`src/rtl/zanagotchi_if.sv`:
```
// Button inputs and pet status outputs of zanagotchi_core, bundled for the board top.
// The core uses the slave modport. The board or bench drives the buttons through the master modport.
interface zanagotchi_if #(
  parameter int W       = 8,
  parameter int IDADE_W = 16
);
  logic               b1;
  logic               b2;
  logic [2:0]         estado;
  logic [W-1:0]       fome;
  logic [W-1:0]       felicidade;
  logic [W-1:0]       sono;
  logic [IDADE_W-1:0] idade;
  logic               alerta;
  logic               morreu;

  modport master (
    output b1, b2,
    input  estado, fome, felicidade, sono, idade, alerta, morreu
  );

  modport slave (
    input  b1, b2,
    output estado, fome, felicidade, sono, idade, alerta, morreu
  );
endinterface

```
`src/rtl/zanagotchi_core.sv`:
```
// Pet core: mode FSM, three saturating attributes (fome, felicidade, sono), age counter,
// low-margin alert and rebirth out of MORTO. Buttons arrive synchronised and debounced.
module zanagotchi_core #(
  parameter int W          = 8,
  parameter int TICK_DIV   = 50_000_000,
  parameter int INC_FOME   = 1,
  parameter int INC_SONO   = 1,
  parameter int DEC_FEL    = 1,
  parameter int PASSO_ACAO = 4,
  parameter int INI_FOME   = 64,
  parameter int INI_FEL    = 192,
  parameter int INI_SONO   = 64,
  parameter int ALERTA     = 16,
  parameter int IDADE_W    = 16
) (
  input  logic          clk,
  input  logic          rst,
  zanagotchi_if.slave   bus
);

  typedef enum logic [2:0] {
    OCIOSO    = 3'd0,
    COMENDO   = 3'd1,
    BRINCANDO = 3'd2,
    DORMINDO  = 3'd3,
    MORTO     = 3'd4
  } estado_t;

  localparam int PRE_W = (TICK_DIV > 2) ? $clog2(TICK_DIV) : 1;

  localparam logic [W-1:0]     MAX_V     = '1;
  localparam logic [W:0]       STEP_FOME = (W+1)'(INC_FOME);
  localparam logic [W:0]       STEP_SONO = (W+1)'(INC_SONO);
  localparam logic [W:0]       STEP_FEL  = (W+1)'(DEC_FEL);
  localparam logic [W:0]       STEP_ACAO = (W+1)'(PASSO_ACAO);
  localparam logic [W-1:0]     RST_FOME  = W'(INI_FOME);
  localparam logic [W-1:0]     RST_FEL   = W'(INI_FEL);
  localparam logic [W-1:0]     RST_SONO  = W'(INI_SONO);
  localparam logic [W-1:0]     LIM_ALTO  = W'((2**W - 1) - ALERTA);
  localparam logic [W-1:0]     LIM_BAIXO = W'(ALERTA);
  localparam logic [PRE_W-1:0] PRE_LAST  = PRE_W'(TICK_DIV - 1);

  // Arithmetic is done one bit wider so both the carry and the borrow can be seen and clamped.
  function automatic logic [W-1:0] sat_add(input logic [W-1:0] a, input logic [W:0] step);
    logic [W:0] s;
    s = {1'b0, a} + step;
    return (s > {1'b0, MAX_V}) ? MAX_V : s[W-1:0];
  endfunction

  function automatic logic [W-1:0] sat_sub(input logic [W-1:0] a, input logic [W:0] step);
    logic [W:0] s;
    s = {1'b0, a} - step;
    return s[W] ? '0 : s[W-1:0];
  endfunction

  estado_t            estado_q, estado_d;
  logic [W-1:0]       fome_q, fome_d;
  logic [W-1:0]       fel_q, fel_d;
  logic [W-1:0]       sono_q, sono_d;
  logic [IDADE_W-1:0] idade_q, idade_d;
  logic [PRE_W-1:0]   pre_q;
  logic               b1_q, b2_q;

  logic tick, e1, e2, death, rebirth;

  assign tick = (pre_q == PRE_LAST);
  assign e1   = bus.b1 & ~b1_q;
  assign e2   = bus.b2 & ~b2_q;

  // Next attribute values. The PRE-edge state selects the update rule.
  always_comb begin
    // NOTE: every always_comb output gets a default first, so no path can leave it unassigned and infer a latch.
    fome_d  = fome_q;
    fel_d   = fel_q;
    sono_d  = sono_q;
    idade_d = idade_q;
    if (tick && estado_q != MORTO) begin
      idade_d = (idade_q == '1) ? idade_q : idade_q + IDADE_W'(1);
      unique case (estado_q)
        OCIOSO: begin
          fome_d = sat_add(fome_q, STEP_FOME);
          sono_d = sat_add(sono_q, STEP_SONO);
          fel_d  = sat_sub(fel_q, STEP_FEL);
        end
        COMENDO: begin
          fome_d = sat_sub(fome_q, STEP_ACAO);
          sono_d = sat_add(sono_q, STEP_SONO);
          fel_d  = sat_sub(fel_q, STEP_FEL);
        end
        BRINCANDO: begin
          fel_d  = sat_add(fel_q, STEP_ACAO);
          fome_d = sat_add(fome_q, STEP_FOME);
          sono_d = sat_add(sono_q, STEP_SONO);
        end
        DORMINDO: begin
          sono_d = sat_sub(sono_q, STEP_ACAO);
          fome_d = sat_add(fome_q, STEP_FOME);
        end
        default: ;
      endcase
    end
  end

  assign death = (fome_d == MAX_V) || (sono_d == MAX_V) || (fel_d == '0);

  // Next state: death beats buttons, and buttons beat the auto-exit on goal.
  always_comb begin
    estado_d = estado_q;
    rebirth  = 1'b0;
    unique case (estado_q)
      OCIOSO: begin
        if (death)          estado_d = MORTO;
        else if (e1 && e2)  estado_d = DORMINDO;
        else if (e1)        estado_d = COMENDO;
        else if (e2)        estado_d = BRINCANDO;
      end
      COMENDO: begin
        if (death)                        estado_d = MORTO;
        else if (e1 || e2 || fome_d == '0) estado_d = OCIOSO;
      end
      BRINCANDO: begin
        if (death)                           estado_d = MORTO;
        else if (e1 || e2 || fel_d == MAX_V) estado_d = OCIOSO;
      end
      DORMINDO: begin
        if (death)                        estado_d = MORTO;
        else if (e1 || e2 || sono_d == '0) estado_d = OCIOSO;
      end
      MORTO: begin
        if (bus.b1 && bus.b2) begin
          rebirth  = 1'b1;
          estado_d = OCIOSO;
        end
      end
      default: estado_d = OCIOSO;
    endcase
  end

  // Rebirth restores the reset values but leaves the button edge detectors alone.
  always_ff @(posedge clk) begin
    // NOTE: sequential state uses non-blocking assignments, so every register samples pre-edge values.
    if (rst || rebirth) begin
      estado_q <= OCIOSO;
      fome_q   <= RST_FOME;
      fel_q    <= RST_FEL;
      sono_q   <= RST_SONO;
      idade_q  <= '0;
      pre_q    <= '0;
    end else begin
      estado_q <= estado_d;
      fome_q   <= fome_d;
      fel_q    <= fel_d;
      sono_q   <= sono_d;
      idade_q  <= idade_d;
      pre_q    <= tick ? '0 : pre_q + PRE_W'(1);
    end
  end

  always_ff @(posedge clk) begin
    if (rst) begin
      b1_q <= 1'b0;
      b2_q <= 1'b0;
    end else begin
      b1_q <= bus.b1;
      b2_q <= bus.b2;
    end
  end

  assign bus.estado     = estado_q;
  assign bus.fome       = fome_q;
  assign bus.felicidade = fel_q;
  assign bus.sono       = sono_q;
  assign bus.idade      = idade_q;
  assign bus.morreu     = (estado_q == MORTO);
  assign bus.alerta     = (fome_q >= LIM_ALTO) || (sono_q >= LIM_ALTO) || (fel_q <= LIM_BAIXO);

endmodule

```
`src/flat_wrapper.sv`:
```
// flat-port wrapper written by rule: the top's interface ports become plain ports
module zanagotchi_core_flat 
#(
  parameter int W          = 8,
  parameter int TICK_DIV   = 50_000_000,
  parameter int INC_FOME   = 1,
  parameter int INC_SONO   = 1,
  parameter int DEC_FEL    = 1,
  parameter int PASSO_ACAO = 4,
  parameter int INI_FOME   = 64,
  parameter int INI_FEL    = 192,
  parameter int INI_SONO   = 64,
  parameter int ALERTA     = 16,
  parameter int IDADE_W    = 16
)
  (clk, rst, bus_b1, bus_b2, bus_estado, bus_fome, bus_felicidade, bus_sono, bus_idade, bus_alerta, bus_morreu);
  zanagotchi_if #(.W(W), .IDADE_W(IDADE_W)) bus_i ();
  input  logic clk;
  input  logic rst;
  input wire logic [$bits(bus_i.b1)-1:0] bus_b1;
  input wire logic [$bits(bus_i.b2)-1:0] bus_b2;
  output wire logic [$bits(bus_i.estado)-1:0] bus_estado;
  output wire logic [$bits(bus_i.fome)-1:0] bus_fome;
  output wire logic [$bits(bus_i.felicidade)-1:0] bus_felicidade;
  output wire logic [$bits(bus_i.sono)-1:0] bus_sono;
  output wire logic [$bits(bus_i.idade)-1:0] bus_idade;
  output wire logic [$bits(bus_i.alerta)-1:0] bus_alerta;
  output wire logic [$bits(bus_i.morreu)-1:0] bus_morreu;
  assign bus_i.b1 = bus_b1;
  assign bus_i.b2 = bus_b2;
  assign bus_estado = bus_i.estado;
  assign bus_fome = bus_i.fome;
  assign bus_felicidade = bus_i.felicidade;
  assign bus_sono = bus_i.sono;
  assign bus_idade = bus_i.idade;
  assign bus_alerta = bus_i.alerta;
  assign bus_morreu = bus_i.morreu;
  zanagotchi_core #(.W(W), .TICK_DIV(TICK_DIV), .INC_FOME(INC_FOME), .INC_SONO(INC_SONO), .DEC_FEL(DEC_FEL), .PASSO_ACAO(PASSO_ACAO), .INI_FOME(INI_FOME), .INI_FEL(INI_FEL), .INI_SONO(INI_SONO), .ALERTA(ALERTA), .IDADE_W(IDADE_W)) u_core (.clk(clk), .rst(rst), .bus(bus_i));
endmodule
```
`config.mk`:
```
export PLATFORM = sky130hd
export DESIGN_NAME = zanagotchi_core_flat
export DESIGN_NICKNAME = d
export VERILOG_FILES = /design/src/rtl/zanagotchi_if.sv /design/src/rtl/zanagotchi_core.sv /design/src/flat_wrapper.sv
export SDC_FILE = /design/constraint.sdc
export NUM_CORES = 1
export LEC_CHECK = 0
export CAP_MARGIN = 20
export CORE_MARGIN = 2
export CORE_UTILIZATION = 52
export DETAILED_ROUTE_END_ITERATION = 10
export MAX_ROUTING_LAYER = met4
export PLACE_DENSITY = 0.77
export SYNTH_ARGS = -nofsm -noshare
export SYNTH_HDL_FRONTEND = slang
export SYNTH_SLANG_ARGS = --single-unit
export TNS_END_PERCENT = 20
```
`constraint.sdc`:
```
create_clock -name clk -period 2.85 [get_ports clk]
set_input_delay 0.57 -clock clk [delete_from_list [all_inputs] [get_ports clk]]
set_output_delay 0.57 -clock clk [all_outputs]
set_load 0.1 [all_outputs]
```
* Word level (Yosys, flattened, before mapping)
Cells that the tools add are included.
** Operators by class
- $add $sub $neg :: 8
- Multipliers :: 0
- Div/mod/pow operators :: 0
- Order comparisons :: 6
- Equal/unequal tests :: 15
- Shift operators :: 0
- Multiplexer cells :: 26
- Bitwise gates (word level) :: 5
- Reductions and logical operators :: 22
** Operator list (count)
- two-way mux 8 bit :: 9
- one-hot mux 8 bit (2 select lines) :: 3
- two-way mux 3 bit :: 11
- greater-than comparator 9 x 8 -> 1 bit (second input constant) :: 3
- adder 26 x 1 -> 26 bit (second input constant) :: 1
- equality test 26 bit (second input constant) :: 1
- equality test 8 bit (second input constant) :: 3
- zero test 8 bit :: 3
- adder 8 x 1 -> 9 bit (second input constant) :: 2
- subtractor 8 x 3 -> 9 bit (second input constant) :: 2
- adder 16 x 1 -> 16 bit (second input constant) :: 1
- equality test 16 bit (second input constant) :: 1
- greater-or-equal comparator 8 bit (second input constant) :: 2
- one-hot mux 3 bit (5 select lines) :: 1
- adder 8 x 3 -> 9 bit (second input constant) :: 1
- logical OR 1 bit :: 9
- != test 3 x 1 -> 1 bit (second input constant) :: 3
- subtractor 8 x 1 -> 9 bit (second input constant) :: 1
- less-or-equal comparator 8 x 5 -> 1 bit (second input constant) :: 1
- equality test 3 x 2 -> 1 bit (second input constant) :: 2
- OR reduction 3 bit :: 2
- != test 5 x 1 -> 1 bit (second input constant) :: 1
- AND reduction 5 bit :: 1
- OR reduction 2 bit :: 2
- other kinds (10) :: 16
** Storage, ports and cells
- Register bits :: 71
- Latch bits :: 0
- Bits in writable memories :: 0
- Memory bits (read-only) :: 0
- Input bits :: 4
- Logic and storage cells :: 90
- Memories kept :: 0

* Longest topological paths before layout
Gate-level depths: netlist of the first run.
- Depth after elaboration :: 10
- Gate-level depth with buffers :: 13
- Depth with buffers taken out :: 11

* Worst setup path after synthesis of the first run
Ideal clock, no wire load.
- Path type :: register to output
- From :: register u_core.fome_q[0] (netlist: u_core.bus.fome[0])
- To :: output bus_alerta
- Data arrival time :: 3.811 ns
- Required time :: 2.280 ns
- Path slack :: -1.531 ns
- Cell stages (with the launch flop) :: 5
- Path through :: dfxtp_1 -> ha_1 -> and2_1 -> nor2_1 -> o21ai_0
** Between the ends
- Cells in the longest elaborated chain, start to end :: 3
** RTL lines
- from (decl) :: RTL line zanagotchi_core.sv:57 : logic [W-1:0] fome_q, fome_d;
- from (signal assigned) :: RTL line zanagotchi_core.sv:151 : fome_q <= fome_d;
- greater-or-equal comparator 8 bit :: RTL line zanagotchi_core.sv:175 : assign bus.alerta = (fome_q >= LIM_ALTO) || (sono_q >= LIM_ALTO) || (fel_q <= LIM_BAIXO);
- logical OR 1 bit (2 in series) :: RTL line zanagotchi_core.sv:175
- to (decl) :: RTL line flat_wrapper.sv:27 : output wire logic [$bits(bus_i.alerta)-1:0] bus_alerta;
Every way passes these cells.

* Final worst setup path of the first run
- From :: register u_core.estado_q[2] (netlist: u_core.bus.estado[2])
- To :: register u_core.estado_q[0] (netlist: u_core.bus.estado[0])
** Between the ends
- Cells in the longest elaborated chain, start to end :: 9
- Elaborated cells on any way between the ends :: 40
- Classes of those cells :: eq/ne (13); mux (12); reduce/logical (15)
** RTL lines
- from (decl) :: RTL line zanagotchi_core.sv:56 : estado_t estado_q, estado_d;
- from (signal assigned) :: RTL line zanagotchi_core.sv:150 : estado_q <= estado_d;
- equality test 3 x 2 -> 1 bit, or another cell as far along :: RTL line zanagotchi_core.sv:79, zanagotchi_core.sv:110
- OR reduction 3 bit (no line)
- one-hot mux 8 bit (2 select lines) :: RTL line zanagotchi_core.sv:79 : unique case (estado_q)
- two-way mux 8 bit :: RTL line zanagotchi_core.sv:77 : if (tick && estado_q != MORTO) begin
- equality test 8 bit :: RTL line zanagotchi_core.sv:104 : assign death = (fome_d == MAX_V) || (sono_d == MAX_V) || (fel_d == '0);
- logical OR 1 bit (2 in series) :: RTL line zanagotchi_core.sv:104
- != test 5 x 1 -> 1 bit (no line), or another cell as far along
- AND reduction 5 bit (no line) or one-hot mux 3 bit (5 select lines) (tied branches)
Several ways; a longest one is shown, not always the timed one.
A chain may end at the register's enable or synchronous reset.

==> results of run 1 <==
## worst paths after layout
path              cells past startpoint                   end  slack (ns)                 start
setup / recovery                     11  u_core.bus.estado[0]        0.12  u_core.bus.estado[2]
hold / removal                        1       u_core.pre_q[0]        0.43       u_core.pre_q[0]
setup reg to reg                     11  u_core.bus.estado[0]        0.12  u_core.bus.estado[2]
hold reg to reg                       1       u_core.pre_q[0]        0.43       u_core.pre_q[0]
## stage by stage
| step | area, sq um | cells | total power [mW] | setup WS [ns] |
|---|---|---|---|---|
| floorplan | 4930 | 619 | 1.16 | 0.00780 |
| global placement | 5600 | 789 | 1.21 | 0.0791 |
| detailed placement | 5600 | 789 | 1.22 | -0.00642 |
| CTS | 5830 | 805 | 2.14 | 0.0432 |
| global route | 6000 | 809 | 2.20 | -0.0379 |
| finish | 6000 | 809 | 2.14 | 0.119 |
## worst register-to-register path: stages (launching register included)
cell       delay [ns]
dfxtp_4          0.44
or3b_1           0.52
a21oi_2          0.27
buf_4            0.16
a21oi_1          0.03
o31ai_1          0.25
nor2_1           0.14
nor4_2           0.41
a211oi_2         0.06
buf_4            0.16
o2111ai_1        0.10
o21ai_1          0.08
## cell families after synthesis
family / Yosys count / synth area share, %
buf+inv: 50 / 4.80
flops: 71 / 29.2
simple gates: 301 / 34.4
mux: 7 / 1.46
xor+xnor: 39 / 7.01
compound gates: 135 / 19.1
fa+ha+maj: 16 / 4.11
## flip-flops by register name, summed over array words and instances, names as in the netlist
| signal | flops |
|---|---|
| u_core.b1_q | 1 |
| u_core.b2_q | 1 |
| u_core.bus.estado | 3 |
| u_core.bus.felicidade | 8 |
| u_core.bus.fome | 8 |
| u_core.bus.idade | 16 |
| u_core.bus.sono | 8 |
| u_core.pre_q | 26 |
## area by class of cell
type / instances / area share [%]
Clock buffer: 9 / 2.06
Sequential cell: 71 / 24.4
Inverter: 23 / 1.50
Tap cell: 111 / 2.31
Multi-Input combinational cell: 498 / 56.4
Clock inverter: 7 / 1.71
Timing Repair Buffer: 90 / 11.6
## what timing repair did
item | in CTS | in global routing
setup endpoints to repair | 3 | 3
setup buffers | 0 | 4
resized for setup | 2 | 34
pin swaps | 0 | 9
## power by group through the flow
| stage | Sequential, mW | Clock, mW | Combinational [mW] |
|---|---|---|---|
| floorplan | 1.05 | 0 | 0.109 |
| global route | 1.01 | 0.981 | 0.208 |
| detailed placement | 1.03 | 0 | 0.184 |
| global placement | 1.03 | 0 | 0.182 |
| CTS | 1.01 | 0.950 | 0.185 |
| finish | 1.01 | 0.935 | 0.194 |
## per-layer routing
layer	vias up	global-route usage (%)	wire, um
met1	2371	36.6	6050
met4	0	9.91	295
met3	33	3.95	878
li1	2427	-	-
met5	-	-	0
met2	227	48.4	6830
## cell usage in the layout (no fill, tap or decap), types with 9 or more instances in the layout
master,count
buf_4,86
nor3_1,11
dfxtp_1,50
a21oi_1,27
nand2_1,43
inv_1,22
clkbuf_8,9
nor4_1,12
dfxtp_2,14
a31oi_1,9
o21ai_0,24
and3_1,14
nor2_1,83
nand3_1,37
xnor2_1,12
and2_1,9
xor2_1,27
o31ai_1,10
ha_1,13
nand4_1,17
==> results.md, run 1 <==
* Maximum clock insertion buffer count at 2
* Util after Layout at 65.6%
* I/O pin count at 49
* Most frequent cell after synthesis: nor2_1
* Initial Utilization at a little over half
* Multi-input logic area at around 3400 sq um
* Yosys cell types at between 80 and 90
* Seq/Total Area, Yosys at 29.2%
* # fillers at a little under 800
* Via count at 5058
* DIE AREA at 10200 sq um
* Tot GR Track Use at 29.2%
* Worst Path Max Fanout at 19
* Clk pin slew, worst setup/hold paths at 0.09 ns
* Vias in the first global route at 4792
* Worst slew pin tran at 0.601 ns
* Leading area contributor after synthesis: dfxtp_1
* Net count, final at roughly 710
* Max-Cap Viols at 0
* Post-synth EDFFs at 0
* Clk Latency, worst-skew pair at 0.35 ns
* Setup-failing EPs final at 0
* Max-slew headroom at 59.6%
* Clk_skew at 0.0192 ns
* Crit path arrival time at between 2 and 3 ns
* CP endpoint kind: register
* Syn Inst Count at 619
* Crit Path Class: reg -> reg
* Final setup TNS at 0 ns
* DRT antenna net count at 0
* Global route overflow at 0
* Share of layout cells above drive strength 1 at 25.8%
* Count of input and output buffers at 48
* CP Cell Sequence: or3b_1 > a21oi_2 > buf_4 > a21oi_1 > o31ai_1 > nor2_1 > nor4_2 > a211oi_2 > buf_4 > o2111ai_1 > o21ai_1
* CTS tree: done
* Largest net degree at the start of global routing at 26
* LEAKAGE at roughly 2.3 nW
* Status: complete, no violations
* FF/Latch Area at 1470 sq um
* Initial antenna violation count at 0
* Fmax at approximately 370 MHz
* Sequential share of power at 47.2%
* Cell area after synthesis at approximately 4900 sq um
* Residual DRC at 0
* Syn nets at 639
* Vias per Instance at 6.25
* DRT iter0 DRCs at 307
* CP Data Required Time at 3.07 ns
* Die Height at 101 um
* CP most frequent cell: buf_4
* Yosys Warn Count at 0
* Pwr/cell area at 357 nW/um^2
* CTS Sinks at 71
* VDD IR max at 0.000254 V
* Clk pwr share at 43.7%
* Post-synth top cells: 84 x nor2_1, 71 x dfxtp_1, 44 x nand2_1
* Sw Share at 26.5%
* Post-Route WL at 14000 um
* CTS Hold Bufs at 0
* Top cells by area, synth: dfxtp_1 29%, nor2_1 6.5%, xor2_1 4.9%, ha_1 4.1%, nand3_1 3.8%
* Post-synth top area share at 29.2%
* Startpoint Class: register
* Asr flop ratio synth at 0%
* Sw Pwr at 0.567 mW
* Fin crit share at 95.8%
* Die span in x at 101 um
* Logic pwr share at a little under a tenth
* Synth Flop Type: dfxtp_1
* RePlAce Congestion at around 1
* Slowest CP cell: or3b_1
* # rows at 35
* Hold_ws at 0.430 ns
* Core area at 9150 sq um
* Total clock buffers created by CTS at 9
* Pint at 1.57 mW
* Final Slew Violations at 0
* Top delay family on crit path: simple AND/OR/NAND/NOR gates
* HP Class: reg -> reg
* P&R area growth vs syn at 23.2%
* Crit path time final at 2.73 ns
* Detail Placement HPWL at 10400 um
* First-pass GRT wire length at 23200 um
* TritonRoute pass-1 iters at 8
* CTS root buf: clkbuf_8
* RSZ-0062 raised after global routing: yes
* Fin. Hold Viols at 0
* Wire per inst at 17.4 um
* ANT cells at 0
* Yosys reg bits at 71
* H-tree level count at 3
* CP max stage delay at 0.52 ns
* Avg Cell Area, Syn at 7.87 sq um
* CP bufs+invs at 2
No activity file was read; power rests on OpenSTA's default activity.
==> run 2, diff against run 1 <==
--- a/config.mk
+++ b/config.mk
@@ -10,7 +10,8 @@
 export CORE_UTILIZATION = 52
 export DETAILED_ROUTE_END_ITERATION = 10
 export MAX_ROUTING_LAYER = met4
-export PLACE_DENSITY = 0.77
+export PLACE_DENSITY = 0.84
+export RECOVER_POWER = 100
 export SYNTH_ARGS = -nofsm -noshare
 export SYNTH_HDL_FRONTEND = slang
 export SYNTH_SLANG_ARGS = --single-unit
==> run 2 against run 1 <==
Sequential power barely moved. Hold slack gained 0.019 ns. Setup slack better by 0.0049 ns. Final cell count down 0.37%. Non-clock buffer count fell by 4. Flip-flop and latch count stayed put. Combinational power decreased by 9%.
==> results.md, run 2 (synthesized netlist as in run 1, its figures left out) <==
* Status: complete, no violations (unchanged)
* Fmax at 367 MHz (was 366 MHz)
* RePlAce Congestion at 0.995 (was 1.03)
* HP Class: reg -> reg (unchanged)
* Largest net degree at the start of global routing at 25 (was 26)
* Critical Path Start: u_core.bus.sono[2] (was u_core.bus.estado[2])
* Post-Route WL at 14000 um (about the same)
* H-tree level count at 3 (unchanged)
* Startpoint Class: register (unchanged)
* Pwr/cell area at 351 nW/um^2 (was 357 nW/um^2)
* I/O pin count at 49 (unchanged)
* Vias in the first global route at 4858 (was 4792)
* Max reg flops at 26 (unchanged)
* Initial Utilization at 53.2% (unchanged)
* CTS root buf: clkbuf_8 (unchanged)
* Detail Placement HPWL at 10200 um (was 10400 um)
* Share of layout cells above drive strength 1 at 18.7% (was 25.8%)
* Layout Cells excl Fill at 806 (was 809)
* Die span in x at 101 um (unchanged)
* Core area at 9150 sq um (unchanged)
* Max-slew headroom at 20.4% (was 59.6%)
* Global route overflow at 0 (unchanged)
* DIE AREA at 10200 sq um (unchanged)
* Multi-input logic area at 3360 sq um (was 3380 sq um)
* CTS Sinks at 71 (unchanged)
* Fin crit share at 95.7% (was 95.8%)
* Clk Latency, worst-skew pair at 0.35 ns (about the same)
* Worst slew pin tran at 1.20 ns (was 0.601 ns)
* Crit path arrival time at 2.97 ns (was 2.95 ns)
* Tot GR Track Use at 28.9% (was 29.2%)
* Worst Path Max Fanout at 10 (was 19)
* Most frequent cells in the layout: 84 x nor2_1, 50 x dfxtp_1, 43 x nand2_1, 41 x clkbuf_1, 41 x buf_4 (was 86 x buf_4, 83 x nor2_1, 50 x dfxtp_1, 43 x nand2_1, 37 x nand3_1)
* Clk_skew at 0.00626 ns (was 0.0192 ns)
* R2R cell count at 13 (was 11)
* Largest Register: u_core.pre_q (unchanged)
* Fin. Hold Viols at 0 (unchanged)
* CTS tree: done (unchanged)
* TritonRoute pass-1 iters at 7 (was 8)
* Max-Cap Viols at 0 (unchanged)
* P&R area growth vs syn at 18.4% (was 23.2%)
* # rows at 35 (unchanged)
* Initial antenna violation count at 0 (unchanged)
* Total chip power at 2.03 mW (was 2.14 mW)
* Hold depth at 1 (unchanged)
* Hold Startpoint: u_core.pre_q[0] (unchanged)
* Total clock buffers created by CTS at 9 (unchanged)
* Count of input and output buffers at 48 (unchanged)
* # fillers at 790 (was 775)
* Crit Path Class: reg -> reg (unchanged)
* DP Cell Count at 784 (was 789)
* DRT antenna net count at 0 (unchanged)
* Most common cell after layout, fill and taps aside: nor2_1 (was buf_4)
* Setup-failing EPs final at 0 (unchanged)
* Vias per Instance at 6.40 (was 6.25)
* Wire per inst at 17.4 um (about the same)
* Util after Layout at 63.0% (was 65.6%)
* Final Slew Violations at 0 (unchanged)
* VDD IR max at 0.000257 V (was 0.000254 V)
* Maximum clock insertion buffer count at 2 (unchanged)
* LEAKAGE at 2.12 nW (was 2.35 nW)
* Die Height at 101 um (unchanged)
* Clk pin slew, worst setup/hold paths at 0.08 ns (was 0.09 ns)
* Worst flop-to-flop path startpoint: u_core.bus.sono[2] (was u_core.bus.estado[2])
* Via count at 5156 (was 5058)
* Residual DRC at 0 (unchanged)
* CP Data Required Time at 3.09 ns (was 3.07 ns)
* DRT iter0 DRCs at 367 (was 307)
* ANT cells at 0 (unchanged)
* Crit path time final at 2.73 ns (about the same)
* First-pass GRT wire length at 23000 um (was 23200 um)
* CP endpoint kind: register (unchanged)
* Hold_ws at 0.449 ns (was 0.430 ns)
* FF/Latch Area at 1470 sq um (unchanged)
* Net count, final at 710 (was 713)
[run 2: final cells by class]
cell class                 instances  share of cell area [%]
clock inverter                     7                    1.41
inverter                          23                    1.56
clock buffer                       9                    2.15
tap                              111                    2.41
sequential                        71                    25.4
timing repair buffer              86                    8.87
multi-input combinational        499                    58.2
[run 2: per-stage QoR]
| stage | setup WS (ns) | cell area, sq um | setup TNS [ns] |
|---|---|---|---|
| 2_1_floorplan | 0.00780 | 4930 | 0 |
| 3_3_place_gp | 0.0481 | 5560 | 0 |
| 3_5_place_dp | -0.00809 | 5560 | -0.00809 |
| 4_1_cts | 0.0112 | 5770 | 0 |
| 5_1_grt | -0.0160 | 5770 | -0.0160 |
| 6_report | 0.124 | 5770 | 0 |
[run 2: per-layer routing]
metal	part of all wire, %	up-vias	global-route usage [%]
met5	0	-	-
met4	2.5	0	12.9
met3	7.0	41	4.16
met2	48	244	46.4
met1	42	2439	36.2
li1	-	2432	-
[run 2: worst paths after layout]
path / to / slack (ns)
min reg2reg: u_core.pre_q[0] / 0.45
min: u_core.pre_q[0] / 0.45
max reg2reg: u_core.bus.estado[1] / 0.12
max: u_core.bus.estado[1] / 0.12
[run 2: power breakdown]
group | total [mW] | internal, mW | switching [mW]
clock network | 0.836 | 0.414 | 0.421
registers | 1.01 | 0.995 | 0.0185
logic | 0.177 | 0.0602 | 0.116
[run 2: timing repair]
| item | 4_1_cts | 5_1_grt |
|---|---|---|
| setup buffers | 0 | 5 |
| pin swaps | 0 | 12 |
| hold buffers | 0 | 0 |
| cloned | 0 | 1 |
| gates resized for setup | 2 | 27 |
| endpoints found under the setup margin | 2 | 4 |
[run 2: critical path, cell delays in order (launching register included)]
cell and delay, ns:
dfxtp_4 0.38, buf_4 0.18, inv_1 0.08, ha_2 0.28, nor3b_1 0.25, nand2_1 0.07, mux2_2 0.29, o211ai_1 0.18
o211ai_1 0.22, buf_4 0.20, nand4_1 0.06, nand3_1 0.09, a21o_2 0.22, mux2i_1 0.11
==> run 3, diff against run 2 <==
--- a/config.mk
+++ b/config.mk
@@ -6,6 +6,7 @@
 export NUM_CORES = 1
 export LEC_CHECK = 0
 export CAP_MARGIN = 20
+export CORE_ASPECT_RATIO = 1.5
 export CORE_MARGIN = 2
 export CORE_UTILIZATION = 52
 export DETAILED_ROUTE_END_ITERATION = 10
==> run 3 against run 2 <==
Routed wire length rose by 5.8%. Combinational power rose by 5%. Critical path depth fell by 3. Hold slack got worse by 0.0067 ns. Power rose by 17%. Final cell count rose by 0.62%. Via count rose by 0.60%. Fmax fell by 1.4%. Critical path type unchanged.
==> results.md, run 3 (synthesized netlist as in run 1, its figures left out) <==
* Initial antenna violation count at 0 (unchanged)
* HP Class: reg -> reg (unchanged)
* Die span in x at 83.0 um (was 101 um)
* Largest Register: u_core.pre_q (unchanged)
* Sw Pwr at 0.605 mW (was 0.556 mW)
* Final setup TNS at 0 ns (unchanged)
* Grt peak-use layer: met2 (unchanged)
* R2R cell count at 10 (was 13)
* Worst slew pin tran at 1.19 ns (was 1.20 ns)
* TritonRoute pass-1 iters at 5 (was 7)
* Core area at 9200 sq um (was 9150 sq um)
* Fin crit share at 97.0% (was 95.7%)
* Pint at 1.77 mW (was 1.47 mW)
* Status: complete, no violations (unchanged)
* Most frequent cells in the layout: 84 x nor2_1, 49 x dfxtp_1, 44 x nand2_1, 43 x clkbuf_1, 43 x buf_4 (was 84 x nor2_1, 50 x dfxtp_1, 43 x nand2_1, 41 x clkbuf_1, 41 x buf_4)
* Met3 Usage GRT at 4.24% (was 4.16%)
* ANT cells at 0 (unchanged)
* Vias per Instance at 6.40 (about the same)
* Count of input and output buffers at 48 (unchanged)
* Multi-input logic area at 3410 sq um (was 3360 sq um)
* First-pass GRT wire length at 23800 um (was 23000 um)
* Setup WS post-layout at 0.0846 ns (was 0.124 ns)
* Crit Path Class: reg -> reg (unchanged)
* Clk Latency, worst-skew pair at 0.34 ns (was 0.35 ns)
* CTS tree: done (unchanged)
* Maximum clock insertion buffer count at 2 (unchanged)
* # fillers at 787 (was 790)
* Wire per inst at 18.3 um (was 17.4 um)
* DRT iter0 DRCs at 287 (was 367)
* CTS root buf: clkbuf_16 (was clkbuf_8)
* Met1 usage at 31.3% (was 36.2%)
* Fin. Hold Viols at 0 (unchanged)
* P&R area growth vs syn at 22.4% (was 18.4%)
* Util after Layout at 64.8% (was 63.0%)
* DRT antenna net count at 0 (unchanged)
* Initial Utilization at 52.9% (was 53.2%)
* LEAKAGE at 2.22 nW (was 2.12 nW)
* Startpoint Class: register (unchanged)
* Clk pin slew, worst setup/hold paths at 0.06 ns (was 0.08 ns)
* M2 GR Usage at 51.6% (was 46.4%)
* Worst Path Max Fanout at 19 (was 10)
* Max reg flops at 26 (unchanged)
* Detail Placement HPWL at 10900 um (was 10200 um)
* I/O pin count at 49 (unchanged)
* Die Height at 123 um (was 101 um)
* Max-Cap Viols at 0 (unchanged)
* Residual DRC at 0 (unchanged)
* Fmax at 362 MHz (was 367 MHz)
* Setup slack, reg-to-reg at 0.08 ns (was 0.12 ns)
* DP Cell Count at 793 (was 784)
* Most common cell after layout, fill and taps aside: nor2_1 (unchanged)
* Final Slew Violations at 0 (unchanged)
* Max-slew headroom at 21.2% (was 20.4%)
* Setup-failing EPs final at 0 (unchanged)
* CTS Sinks at 71 (unchanged)
* Layout Cells excl Fill at 811 (was 806)
* Vias in the first global route at 4993 (was 4858)
* Via count at 5187 (was 5156)
* H-tree level count at 3 (unchanged)
* Total chip power at 2.37 mW (was 2.03 mW)
* Sequential share of power at 42.9% (was 50.0%)
* CP endpoint kind: register (unchanged)
* Crit path time final at 2.77 ns (was 2.73 ns)
* Total clock buffers created by CTS at 9 (unchanged)
* Pwr/cell area at 398 nW/um^2 (was 351 nW/um^2)
* # rows at 43 (was 35)
* Largest net degree at the start of global routing at 20 (was 25)
* Global route overflow at 0 (unchanged)
* Logic pwr share at 7.8% (was 8.7%)
* CTS Hold Bufs at 0 (unchanged)
* RSZ-0062 raised after global routing: yes
* RePlAce Congestion at 0.968 (was 0.995)
* FF/Latch Area at 1470 sq um (about the same)
* CP Data Required Time at 3.06 ns (was 3.09 ns)
* Post-Route WL at 14800 um (was 14000 um)
* Crit path arrival time at 2.98 ns (was 2.97 ns)
* Hold depth at 1 (unchanged)
* Tot GR Track Use at 29.4% (was 28.9%)
* Clk pwr share at 49.3% (was 41.2%)
* VDD IR max at 0.000391 V (was 0.000257 V)
* Clk_skew at 0.00750 ns (was 0.00626 ns)
* DIE AREA at 10200 sq um (about the same)
* Net count, final at 714 (was 710)
* Share of layout cells above drive strength 1 at 19.5% (was 18.7%)
* Dpl ws at -0.174 ns (was -0.00809 ns)
* Sw Share at 25.5% (was 27.5%)
-- run 3: cell type report --
class / count / area share, %
sequential: 71 / 24.6
tap: 112 / 2.35
clock buffer: 10 / 4.01
multi-input combinational: 498 / 57.1
clock inverter: 6 / 1.13
inverter: 23 / 1.51
timing repair buffer: 91 / 9.21
-- run 3: worst max-delay path, stage by stage, from the launching register on --
cell and delay [ns]:
dfxtp_4 0.44, or3b_1 0.54, a21oi_4 0.27, a32oi_1 0.17, o22ai_1 0.28, o2111ai_2 0.18, nor4_2 0.32, a211oi_2 0.07
buf_4 0.16, o2111ai_1 0.11, o21ai_1 0.11
-- run 3: per-layer routing --
| layer | share of wire, % | vias to the layer above |
|---|---|---|
| li1 | - | 2424 |
| met3 | 5.0 | 64 |
| met4 | 5.0 | 0 |
| met2 | 52 | 241 |
| met5 | 0 | - |
| met1 | 38 | 2458 |
-- run 3: path summary, 6_finish.rpt --
check	endpoint	from
worst max-delay path	u_core.bus.estado[0]	u_core.bus.estado[2]
worst min-delay path	u_core.pre_q[0]	u_core.pre_q[0]
worst max register to register	u_core.bus.estado[0]	u_core.bus.estado[2]
worst min register to register	u_core.pre_q[0]	u_core.pre_q[0]
-- run 3: power groups by stage --
| stage | Clock (mW) | Sequential (mW) | Combinational, mW |
|---|---|---|---|
| final | 1.17 | 1.02 | 0.185 |
| after floorplan | 0 | 1.05 | 0.109 |
| after global placement | 0 | 1.04 | 0.174 |
| after detailed placement | 0 | 1.04 | 0.176 |
| after global routing | 1.21 | 1.02 | 0.198 |
| after CTS | 1.17 | 1.01 | 0.178 |
-- run 3: through the flow --
step,hold WS (ns),area [sq um]
detailed placement,0.436,5620
floorplan,0.413,4930
global route,0.459,5960
finish,0.443,5960
global placement,0.423,5620
CTS,0.450,5950
-- run 3: what timing repair did --
| item | in CTS | in global routing |
|---|---|---|
| endpoints found under the setup margin | 3 | 3 |
| gates resized for setup | 5 | 35 |
| pin swaps | 0 | 10 |
| buffers inserted | 0 | 2 |
